**src/rtl/riscv_trace_pkg.sv**
```systemverilog
// rtl/riscv_trace_pkg.sv - shared state encoding, default signature and entry layout for the trace monitor
package riscv_trace_pkg;

  typedef enum logic [1:0] {
    IDLE   = 2'd0,
    ARMED  = 2'd1,
    POST   = 2'd2,
    FROZEN = 2'd3
  } trace_state_t;

  localparam logic [31:0] FAIL_INSTR_DEFAULT = 32'h001e6e13;
  localparam int          TRACE_XLEN         = 32;

  typedef struct packed {
    logic                  err;
    logic [TRACE_XLEN-1:0] instr;
    logic [TRACE_XLEN-1:0] result;
  } trace_entry_t;

endpackage

```
**src/rtl/riscv_trace_monitor_if.sv**
```systemverilog
// rtl/riscv_trace_monitor_if.sv - capture strobe and readout handshake between core/host and monitor
interface riscv_trace_monitor_if #(
  parameter int XLEN = 32
);
  logic            cap_valid;
  logic [XLEN-1:0] cap_instr;
  logic [XLEN-1:0] cap_result;
  logic            rd_ready;
  logic            rd_valid;
  logic [XLEN-1:0] rd_instr;
  logic [XLEN-1:0] rd_result;
  logic            rd_err;

  modport master (
    output cap_valid, cap_instr, cap_result, rd_ready,
    input  rd_valid, rd_instr, rd_result, rd_err
  );

  modport slave (
    input  cap_valid, cap_instr, cap_result, rd_ready,
    output rd_valid, rd_instr, rd_result, rd_err
  );
endinterface

```
**src/rtl/riscv_trace_fifo.sv**
```systemverilog
// rtl/riscv_trace_fifo.sv - first-word fall-through circular buffer with overwrite-or-drop on full
module riscv_trace_fifo #(
  parameter int WIDTH = 65,
  parameter int DEPTH = 16
) (
  input  logic                       clk,
  input  logic                       rst,
  input  logic                       clr,
  input  logic                       push,
  input  logic                       pop,
  input  logic                       drop_on_full,
  input  logic [WIDTH-1:0]           wdata,
  output logic [WIDTH-1:0]           rdata,
  output logic [$clog2(DEPTH+1)-1:0] count,
  output logic                       full,
  output logic                       empty,
  output logic                       ovf
);
  localparam int AW = $clog2(DEPTH);
  localparam int CW = $clog2(DEPTH+1);

  logic [WIDTH-1:0] mem [DEPTH];
  logic [AW-1:0]    wptr;
  logic [AW-1:0]    rptr;
  logic             do_pop;
  logic             wr_en;
  logic             overwrite;

  assign full      = (count == CW'(DEPTH));
  assign empty     = (count == '0);
  assign do_pop    = pop & ~empty;
  // A pop in the same cycle frees a slot, so a full push+pop is never an overflow.
  assign wr_en     = push & (~full | do_pop | ~drop_on_full);
  assign overwrite = push & full & ~do_pop & ~drop_on_full;
  assign ovf       = push & full & ~do_pop;
  assign rdata     = empty ? '0 : mem[rptr];

  always_ff @(posedge clk or posedge rst) begin
    if (rst) begin
      wptr  <= '0;
      rptr  <= '0;
      count <= '0;
    end else if (clr) begin
      wptr  <= '0;
      rptr  <= '0;
      count <= '0;
    end else begin
      if (wr_en)
        wptr <= wptr + AW'(1);
      if (do_pop | overwrite)
        rptr <= rptr + AW'(1);
      count <= count + CW'(wr_en & ~overwrite) - CW'(do_pop);
    end
  end

  always_ff @(posedge clk) begin
    if (wr_en & ~clr)
      mem[wptr] <= wdata;
  end
endmodule

```
**src/rtl/riscv_trace_monitor.sv**
```systemverilog
// rtl/riscv_trace_monitor.sv - retire trace capture with failure-signature trigger and post-trigger freeze
module riscv_trace_monitor
  import riscv_trace_pkg::*;
#(
  parameter int              XLEN       = 32,
  parameter int              DEPTH      = 16,
  parameter int              POST_TRIG  = 4,
  parameter logic [XLEN-1:0] FAIL_INSTR = XLEN'(FAIL_INSTR_DEFAULT),
  parameter logic [XLEN-1:0] FAIL_MASK  = {XLEN{1'b1}}
) (
  input  logic                       CLK,
  input  logic                       RST,
  riscv_trace_monitor_if.slave       bus,
  input  logic                       mode,
  input  logic                       arm,
  output logic [$clog2(DEPTH+1)-1:0] count,
  output logic [31:0]                instr_cnt,
  output logic [15:0]                err_cnt,
  output logic                       err_flag,
  output logic                       ovf_flag,
  output logic [1:0]                 state
);
  localparam int PW = $clog2(DEPTH+1);

  typedef struct packed {
    logic            err;
    logic [XLEN-1:0] instr;
    logic [XLEN-1:0] result;
  } entry_t;

  trace_state_t   state_q, state_d;
  logic [PW-1:0]  post_q, post_d;
  logic           capturing;
  logic           match;
  logic           hit;
  entry_t         wentry;
  entry_t         rentry;
  logic           fifo_full;
  logic           fifo_empty;
  logic           fifo_ovf;

  // The arm cycle itself never captures; it only clears and opens the window.
  assign capturing = (state_q == ARMED || state_q == POST) & bus.cap_valid & ~arm;
  assign match     = bus.cap_valid & (((bus.cap_instr ^ FAIL_INSTR) & FAIL_MASK) == '0);
  assign hit       = capturing & match;
  assign wentry    = '{err: match, instr: bus.cap_instr, result: bus.cap_result};

  riscv_trace_fifo #(
    .WIDTH ($bits(entry_t)),
    .DEPTH (DEPTH)
  ) u_fifo (
    .clk          (CLK),
    .rst          (RST),
    .clr          (arm),
    .push         (capturing),
    .pop          (bus.rd_ready),
    .drop_on_full (mode),
    .wdata        (wentry),
    .rdata        (rentry),
    .count        (count),
    .full         (fifo_full),
    .empty        (fifo_empty),
    .ovf          (fifo_ovf)
  );

  always_ff @(posedge CLK or posedge RST) begin
    if (RST) begin
      state_q <= IDLE;
      post_q  <= '0;
    end else begin
      state_q <= state_d;
      post_q  <= post_d;
    end
  end

  always_comb begin
    state_d = state_q;
    post_d  = post_q;
    if (arm) begin
      state_d = ARMED;
      post_d  = '0;
    end else begin
      case (state_q)
        ARMED: begin
          if (hit) begin
            if (POST_TRIG == 0) begin
              state_d = FROZEN;
            end else begin
              state_d = POST;
              post_d  = PW'(POST_TRIG);
            end
          end
        end
        POST: begin
          if (capturing) begin
            post_d = post_q - PW'(1);
            if (post_q == PW'(1))
              state_d = FROZEN;
          end
        end
        default: ;
      endcase
    end
  end

  always_ff @(posedge CLK or posedge RST) begin
    if (RST) begin
      instr_cnt <= '0;
      err_cnt   <= '0;
      err_flag  <= 1'b0;
      ovf_flag  <= 1'b0;
    end else if (arm) begin
      instr_cnt <= '0;
      err_cnt   <= '0;
      err_flag  <= 1'b0;
      ovf_flag  <= 1'b0;
    end else begin
      if (capturing)
        instr_cnt <= instr_cnt + 32'd1;
      if (hit) begin
        if (err_cnt != 16'hFFFF)
          err_cnt <= err_cnt + 16'd1;
        err_flag <= 1'b1;
      end
      if (fifo_ovf)
        ovf_flag <= 1'b1;
    end
  end

  assign bus.rd_valid  = ~fifo_empty;
  assign bus.rd_instr  = rentry.instr;
  assign bus.rd_result = rentry.result;
  assign bus.rd_err    = rentry.err;
  assign state         = state_q;
endmodule

```
**src/flat_wrapper.sv**
```systemverilog
// flat-port wrapper written by rule: the top's interface ports become plain ports
module riscv_trace_monitor_flat import riscv_trace_pkg::*;
#(
  parameter int              XLEN       = 32,
  parameter int              DEPTH      = 16,
  parameter int              POST_TRIG  = 4,
  parameter logic [XLEN-1:0] FAIL_INSTR = XLEN'(FAIL_INSTR_DEFAULT),
  parameter logic [XLEN-1:0] FAIL_MASK  = {XLEN{1'b1}}
)
  (CLK, RST, mode, arm, count, instr_cnt, err_cnt, err_flag, ovf_flag, state, bus_cap_valid, bus_cap_instr, bus_cap_result, bus_rd_ready, bus_rd_valid, bus_rd_instr, bus_rd_result, bus_rd_err);
  riscv_trace_monitor_if #(.XLEN(XLEN)) bus_i ();
  input  logic CLK;
  input  logic RST;
  input  logic mode;
  input  logic arm;
  output logic [$clog2(DEPTH+1)-1:0] count;
  output logic [31:0] instr_cnt;
  output logic [15:0] err_cnt;
  output logic err_flag;
  output logic ovf_flag;
  output logic [1:0] state;
  input wire logic [$bits(bus_i.cap_valid)-1:0] bus_cap_valid;
  input wire logic [$bits(bus_i.cap_instr)-1:0] bus_cap_instr;
  input wire logic [$bits(bus_i.cap_result)-1:0] bus_cap_result;
  input wire logic [$bits(bus_i.rd_ready)-1:0] bus_rd_ready;
  output wire logic [$bits(bus_i.rd_valid)-1:0] bus_rd_valid;
  output wire logic [$bits(bus_i.rd_instr)-1:0] bus_rd_instr;
  output wire logic [$bits(bus_i.rd_result)-1:0] bus_rd_result;
  output wire logic [$bits(bus_i.rd_err)-1:0] bus_rd_err;
  assign bus_i.cap_valid = bus_cap_valid;
  assign bus_i.cap_instr = bus_cap_instr;
  assign bus_i.cap_result = bus_cap_result;
  assign bus_i.rd_ready = bus_rd_ready;
  assign bus_rd_valid = bus_i.rd_valid;
  assign bus_rd_instr = bus_i.rd_instr;
  assign bus_rd_result = bus_i.rd_result;
  assign bus_rd_err = bus_i.rd_err;
  riscv_trace_monitor #(.XLEN(XLEN), .DEPTH(DEPTH), .POST_TRIG(POST_TRIG), .FAIL_INSTR(FAIL_INSTR), .FAIL_MASK(FAIL_MASK)) u_core (.CLK(CLK), .RST(RST), .bus(bus_i), .mode(mode), .arm(arm), .count(count), .instr_cnt(instr_cnt), .err_cnt(err_cnt), .err_flag(err_flag), .ovf_flag(ovf_flag), .state(state));
endmodule
```
**config.mk**
```make
export PLATFORM = sky130hd
export DESIGN_NAME = riscv_trace_monitor_flat
export DESIGN_NICKNAME = d
export VERILOG_FILES = /design/src/rtl/riscv_trace_pkg.sv /design/src/rtl/riscv_trace_monitor_if.sv /design/src/rtl/riscv_trace_fifo.sv /design/src/rtl/riscv_trace_monitor.sv /design/src/flat_wrapper.sv
export SDC_FILE = /design/constraint.sdc
export NUM_CORES = 1
export LEC_CHECK = 0
export BUFFER_PORTS_ARGS = -buffer_cell sky130_fd_sc_hd__buf_2
export CAP_MARGIN = 40
export CELL_PAD_IN_SITES_DETAIL_PLACEMENT = 0
export CELL_PAD_IN_SITES_GLOBAL_PLACEMENT = 1
export CORE_ASPECT_RATIO = 0.8
export CORE_MARGIN = 2
export CORE_UTILIZATION = 57
export CTS_BUF_LIST = sky130_fd_sc_hd__clkbuf_4 sky130_fd_sc_hd__clkbuf_8
export DETAILED_ROUTE_END_ITERATION = 10
export GPL_TIMING_DRIVEN = 0
export PLACE_DENSITY_LB_ADDON = 0.1
export SYNTH_ARGS = -nofsm -noshare
export SYNTH_HDL_FRONTEND = slang
export SYNTH_SLANG_ARGS = --single-unit
export TNS_END_PERCENT = 30
```
**constraint.sdc**
```tcl
create_clock -name CLK -period 8.7 [get_ports CLK]
set_clock_uncertainty 0.2 [all_clocks]
set_input_delay 1.305 -clock CLK [delete_from_list [all_inputs] [get_ports CLK]]
set_output_delay 1.305 -clock CLK [all_outputs]
set_load 0.03 [all_outputs]
```
**Word level (Yosys, flattened, before mapping)**

Memories as Yosys holds them, arrays and structs flattened.
Index checks and enable logic that the tools add are counted.

- Register bits after elaboration: 70
- Bits in latches: 0
- RAM bits: 1040
- Memory bits (read-only): 0
- Input bits: 70
- Output and inout port bits: 123
- Word-level logic and storage cells: 85
- Memories: 1

- Add/sub/neg operators: 7
- Multiply operators: 0
- Divide/modulo/power cells: 0
- $lt $le $gt $ge: 0
- Equality and inequality tests: 8
- Shifts and indexed selects: 0
- Muxes and demuxes: 26
- Bitwise operators: 21
- Reductions and logical operators: 13

Memory list:

| memory | depth | width | rd ports | clocked after Yosys merged registers in | wr ports | RTL line | text |
|---|---|---|---|---|---|---|---|
| u_core.u_fifo.mem | 16 | 65 | 1 | 0 | 1 | riscv_trace_fifo.sv:22 | `logic [WIDTH-1:0] mem [DEPTH];` |

Operators with widths:

| kind | count |
|---|---|
| 65-bit two-way mux | 1 |
| 32-bit two-way mux | 2 |
| 16-bit two-way mux | 3 |
| 32-bit by 1-bit adder with 32-bit output, second input constant | 1 |
| 32-bit logical NOT | 1 |
| 5-bit two-way mux | 4 |
| 16-bit by 1-bit adder with 16-bit output, second input constant | 1 |
| 4-bit two-way mux | 4 |
| 16-bit inequality test, second input constant | 1 |
| 12-bit inverter | 1 |
| 2-bit nonzero test | 6 |
| 1-bit bitwise AND | 10 |
| 5-bit case mux with 2 select lines | 1 |
| 4-bit by 1-bit adder with 4-bit output, second input constant | 2 |
| 2-bit two-way mux | 4 |
| 1-bit two-way mux | 6 |
| 3-bit by 2-bit inequality test with 1-bit output, second input constant | 2 |
| 5-bit adder | 1 |
| 1-bit by 5-bit bitwise AND with 5-bit output | 1 |
| 5-bit by 1-bit equality test with 1-bit output, second input constant | 1 |
| 5-bit equality test, second input constant | 1 |
| 5-bit logical NOT | 1 |
| 1-bit inverter | 5 |
| 1-bit inverter with 5-bit output | 1 |
| other kinds (12) | 14 |

**Depth between registers and ports, before layout**

- Depth after elaboration: 12
- Gate-level depth with buffers: 16
- Gate-level depth less buffers: 15

**Hierarchy**

From an unflattened synthesis, not the netlist that was laid out.

- Cells, all modules: 2053
- Area total of the unflattened synthesis: 43447.9 µm²

By module, submodules not included:

| module | instances | cells each | area an instance (µm²) | seq. area each (µm²) |
|---|---|---|---|---|
| riscv_trace_fifo | 1 | 1709 | 40186.0 | 31555.3 |
| riscv_trace_monitor | 1 | 344 | 3261.9 | 1426.4 |

**Worst setup path after synthesis**

OpenSTA, ideal clock, no wires.

- Path kind: input -> register
- Start point: input bus_cap_valid
- End point: memory u_core.u_fifo.mem[4][0] (enable)
- Setup time: 0.568 ns
- Data arrival time: 6.779 ns
- Setup slack: 1.153 ns
- Cell stages on the path: 6
- Buffers on the path: 1
- Cell sequence: nor2b_1 > buf_2 > nand2_2 > a21oi_1 > nand2_1 > nor3_1

- Longest elaborated chain between the ends: 6

Ends and longest elaborated chain:

| element | RTL line | text |
|---|---|---|
| from (decl) | flat_wrapper.sv:22 | `input wire logic [$bits(bus_i.cap_valid)-1:0] bus_cap_valid;` |
| 1-bit bitwise AND (2 in series) | riscv_trace_monitor.sv:43 | `assign capturing = (state_q == ARMED \|\| state_q == POST) & bus.cap_valid & ~arm;` |
| 1-bit bitwise AND | riscv_trace_fifo.sv:33 | `assign wr_en = push & (~full \| do_pop \| ~drop_on_full);` |
| 1-bit bitwise AND | riscv_trace_fifo.sv:57 | `if (wr_en & ~clr)` |
| 1-bit two-way mux | riscv_trace_fifo.sv:57 |  |
| 1-bit two-way mux (not written as such) | riscv_trace_fifo.sv:58 | `mem[wptr] <= wdata;` |
| to (decl) | riscv_trace_fifo.sv:22 |  |

Every way passes these cells.

**Final worst setup path**

- Start point: register u_core.u_fifo.rptr[1]
- End point: output bus_rd_instr[30]

- Longest elaborated chain between the ends: 2

Ends and longest elaborated chain:

| element | RTL line | text |
|---|---|---|
| from (decl) | riscv_trace_fifo.sv:24 | `logic [AW-1:0] rptr;` |
| from (signal assigned) | riscv_trace_fifo.sv:51 | `rptr <= rptr + AW'(1);` |
| memory read 16 x 65 bit | - |  |
| 65-bit two-way mux | riscv_trace_fifo.sv:36 | `assign rdata = empty ? '0 : mem[rptr];` |
| to (decl) | flat_wrapper.sv:27 | `output wire logic [$bits(bus_i.rd_instr)-1:0] bus_rd_instr;` |

Every way passes these cells.

==> results.py <==
metrics = {
    "run_status": {
        "status": "finished, final reports clean",
    },
    "sta": {
        "period_needed_ps": 5750,
        "fmax_mhz": 174,
        "hold_slack_ps": 296,
        "worst_pin_slew_ps": 938,
        "slew_viol_final": 0,
        "setup_viol": 0,
        "hold_violations": 0,
        "grt_setup_unrepaired": "no",
        "fin_tns_setup_ps": 0,
        "fin_crit_sh": 0.661,
        "slew_headroom": 0.375,
    },
    "routing": {
        "wirelength_um": 98500,
        "firstDrtPassIters": 8,
        "vias": 21324,
        "wl_per_cell_um": 27.9,
        "dr.first_iter.drc_count": 2366,
        "vias_per_cell": 6.03,
        "drt_drc_violations_left": 0,
        "ant_nets": 0,
    },
    "place": {
        "place_hpwl_um": 60900,
        "gp_congestion": 0.769,
        "io_buffers": 192,
        "placed_cell_area_um2": 46900,
    },
    "global_route": {
        "grt_pass1_wl_um": 143000,
        "overflow": 0,
        "antenna_found_initial": 7,
        "grt_start_max_net_pins": 39,
        "grt_use_total": 0.256,
        "first_global_vias": 21735,
    },
    "cells_and_area": {
        "final.fill_count": 4948,
        "final_nets": 2478,
        "layout-drive-gt1-share": 0.367,
        "syn2layout_area_growth_pct": 15.5,
        "finish.instance_area_um2": 50100,
    },
    "clock_network": {
        "post_cts_buffers": 0,
        "cts_root_buffer": "clkbuf_8",
        "clock_sinks": 1110,
        "clkTransAtPathRegs_ps": 60,
        "cts_buffer_depth": 3,
        "hold_buffers": 0,
        "clk_latency_ps": 810,
        "htreeDepth": 4,
        "cts_resized": 0,
        "cts_buffers": 168,
        "cts_tree": "yes",
    },
    "logic_synthesis": {
        "syn_nets": 2030,
        "yosys_warnings": 0,
        "synth_edf_count": 1040,
        "ys_types": 56,
        "ys_seq_area_frac": 0.761,
        "syn-cell-area_um2": 43300,
        "yosys-top-cells-count": "edfxtp_1 (1040), mux4_2 (325), dfrtp_1 (70), nor2b_1 (70), nor2_1 (62)",
        "synth_top_flop_cell": "edfxtp_1",
        "synth_area_leaders": "edfxtp_1 (72%), mux4_2 (17%), dfrtp_1 (4.0%), nor2b_1 (1.0%), nor2_1 (0.54%)",
        "ys_ff_latch": 1110,
        "postSynthCellCount": 1942,
        "synth.most_common_cell": "edfxtp_1",
        "synthArstFlopShare": 0.0631,
        "syn_area_per_cell_um2": 22.3,
        "yosysTopAreaCellShare": 0.721,
        "yosys.area.top_type": "edfxtp_1",
    },
    "die": {
        "die_w_um": 312,
        "fp.dieH_um": 251,
        "start_util": 0.575,
        "die-area_um2": 78300,
        "ios": 193,
        "num_rows": 90,
        "core_region_area_um2": 75300,
    },
    "pwr": {
        "leakagePower_nw": 16.4,
        "vdd_drop_max_uv": 170,
        "p_per_area_nw_per_um2": 264,
    },
    "worst_setup_path": {
        "criticalPathCategory": "reg -> out",
        "arrival_ps": 4240,
        "critPathMaxFanout": 10,
        "crit_path_start_kind": "flip-flop",
        "required_ps": 7190,
        "endpoint_kind": "output pin",
    },
    "run": {
        "maxCapViolCount": 0,
    },
    "min_path": {
        "hp-class": "reg -> reg",
    },
}
## where the power goes
| group | total, mW | switching (mW) | internal [mW] | leakage, nW |
|---|---|---|---|---|
| clock network | 4.04 | 1.95 | 2.09 | 1.66 |
| logic | 3.27 | 1.85 | 1.43 | 4.41 |
| registers | 5.91 | 0.0217 | 5.89 | 10.3 |
## flip-flops by register name, indices dropped and copies added, names as in the netlist
| register | flops |
|---|---|
| u_core.u_fifo.mem | 1040 |
| u_core.instr_cnt | 32 |
| u_core.err_cnt | 16 |
| u_core.post_q | 5 |
| u_core.u_fifo.count | 5 |
| u_core.u_fifo.rptr | 4 |
| u_core.u_fifo.wptr | 4 |
| u_core.state | 2 |
| u_core.err_flag | 1 |
| u_core.ovf_flag | 1 |
## per-stage QoR
| step | util | std cells | worst slack (ps) | power [mW] |
|---|---|---|---|---|
| final | 0.664 | 3536 | 2950 | 13.2 |
| after floorplan | - | 1942 | 1150 | 8.32 |
| after CTS | 0.664 | 3533 | 2880 | 13.3 |
| after global routing | 0.664 | 3536 | 2840 | 13.7 |
| after detailed placement | 0.623 | 3232 | 3640 | 9.34 |
| after global placement | 0.605 | 3146 | -5290 | 9.27 |
## worst paths after layout
check | end | slack, ps | from | depth (start not counted)
max in group asynchronous | u_core.u_fifo.wptr[2] | 7430 | RST | 3
setup reg to reg | u_core.u_fifo.mem[6][22] | 4360 | u_core.state[0] | 13
hold / removal | u_core.err_flag | 300 | u_core.err_flag | 1
hold reg to reg | u_core.err_flag | 300 | u_core.err_flag | 1
min in group asynchronous | u_core.instr_cnt[2] | 320 | RST | 2
setup / recovery | bus_rd_instr[30] | 2950 | u_core.u_fifo.rptr[1] | 7
## area by class of cell
type | instances | area, µm² | share of cell area
Tap cell | 1012 | 1270 | 0.0253
Timing Repair Buffer | 278 | 2220 | 0.0443
Multi-Input combinational cell | 707 | 9900 | 0.198
Clock inverter | 82 | 455 | 0.00910
Inverter | 31 | 119 | 0.00237
Antenna cell | 3 | 7.51 | 0.000150
Sequential cell | 1110 | 33000 | 0.659
Clock buffer | 219 | 2700 | 0.0538
Buffer | 94 | 409 | 0.00817
## layout by cell type, fill, tap and decap left out, drive strengths merged, types with 6 or more instances in the layout
master | netlist | layout
clkinvlp | 0 | 6
mux4 | 325 | 325
a21oi | 19 | 19
nand3 | 18 | 18
inv | 31 | 40
buf | 47 | 325
dfrtp | 70 | 70
nor2b | 70 | 70
xnor2 | 18 | 18
or3 | 12 | 12
nor4 | 8 | 8
ha | 17 | 17
nor4b | 6 | 6
nor3 | 14 | 14
edfxtp | 1040 | 1040
clkbuf | 47 | 266
clkinv | 0 | 65
o21ai | 15 | 15
and2 | 11 | 11
nand4 | 15 | 15
xor2 | 22 | 22
nand2 | 28 | 28
nor2 | 62 | 62
and3 | 10 | 10
## routing by layer
metal / part of all wire / vias to the layer above / global-route usage
met5: 0.00035 / - / 0
met4: 0.022 / 6 / 0.0780
met3: 0.074 / 154 / 0.0503
met2: 0.50 / 906 / 0.414
met1: 0.41 / 11239 / 0.361
li1: - / 9019 / -
## worst max-delay path: stages (launching register included)
cell and delay, ps:
dfrtp_1 350, buf_2 340, clkbuf_1 620, buf_1 710, mux4_2 430, mux4_2 500
nor2b_1 210, buf_2 250
## cells by family after synthesis
| group | Yosys count | synth area share |
|---|---|---|
| multiplexers | 330 | 0.170 |
| AND/OR/NAND/NOR | 270 | 0.0363 |
| adder cells (fa/ha/maj) | 18 | 0.00537 |
| XOR/XNOR | 40 | 0.00808 |
| buffers and inverters | 125 | 0.0121 |
| flip-flops | 1110 | 0.761 |
| AO/OA/AOI/OAI | 49 | 0.00687 |
(Power assumes the default switching activity.)
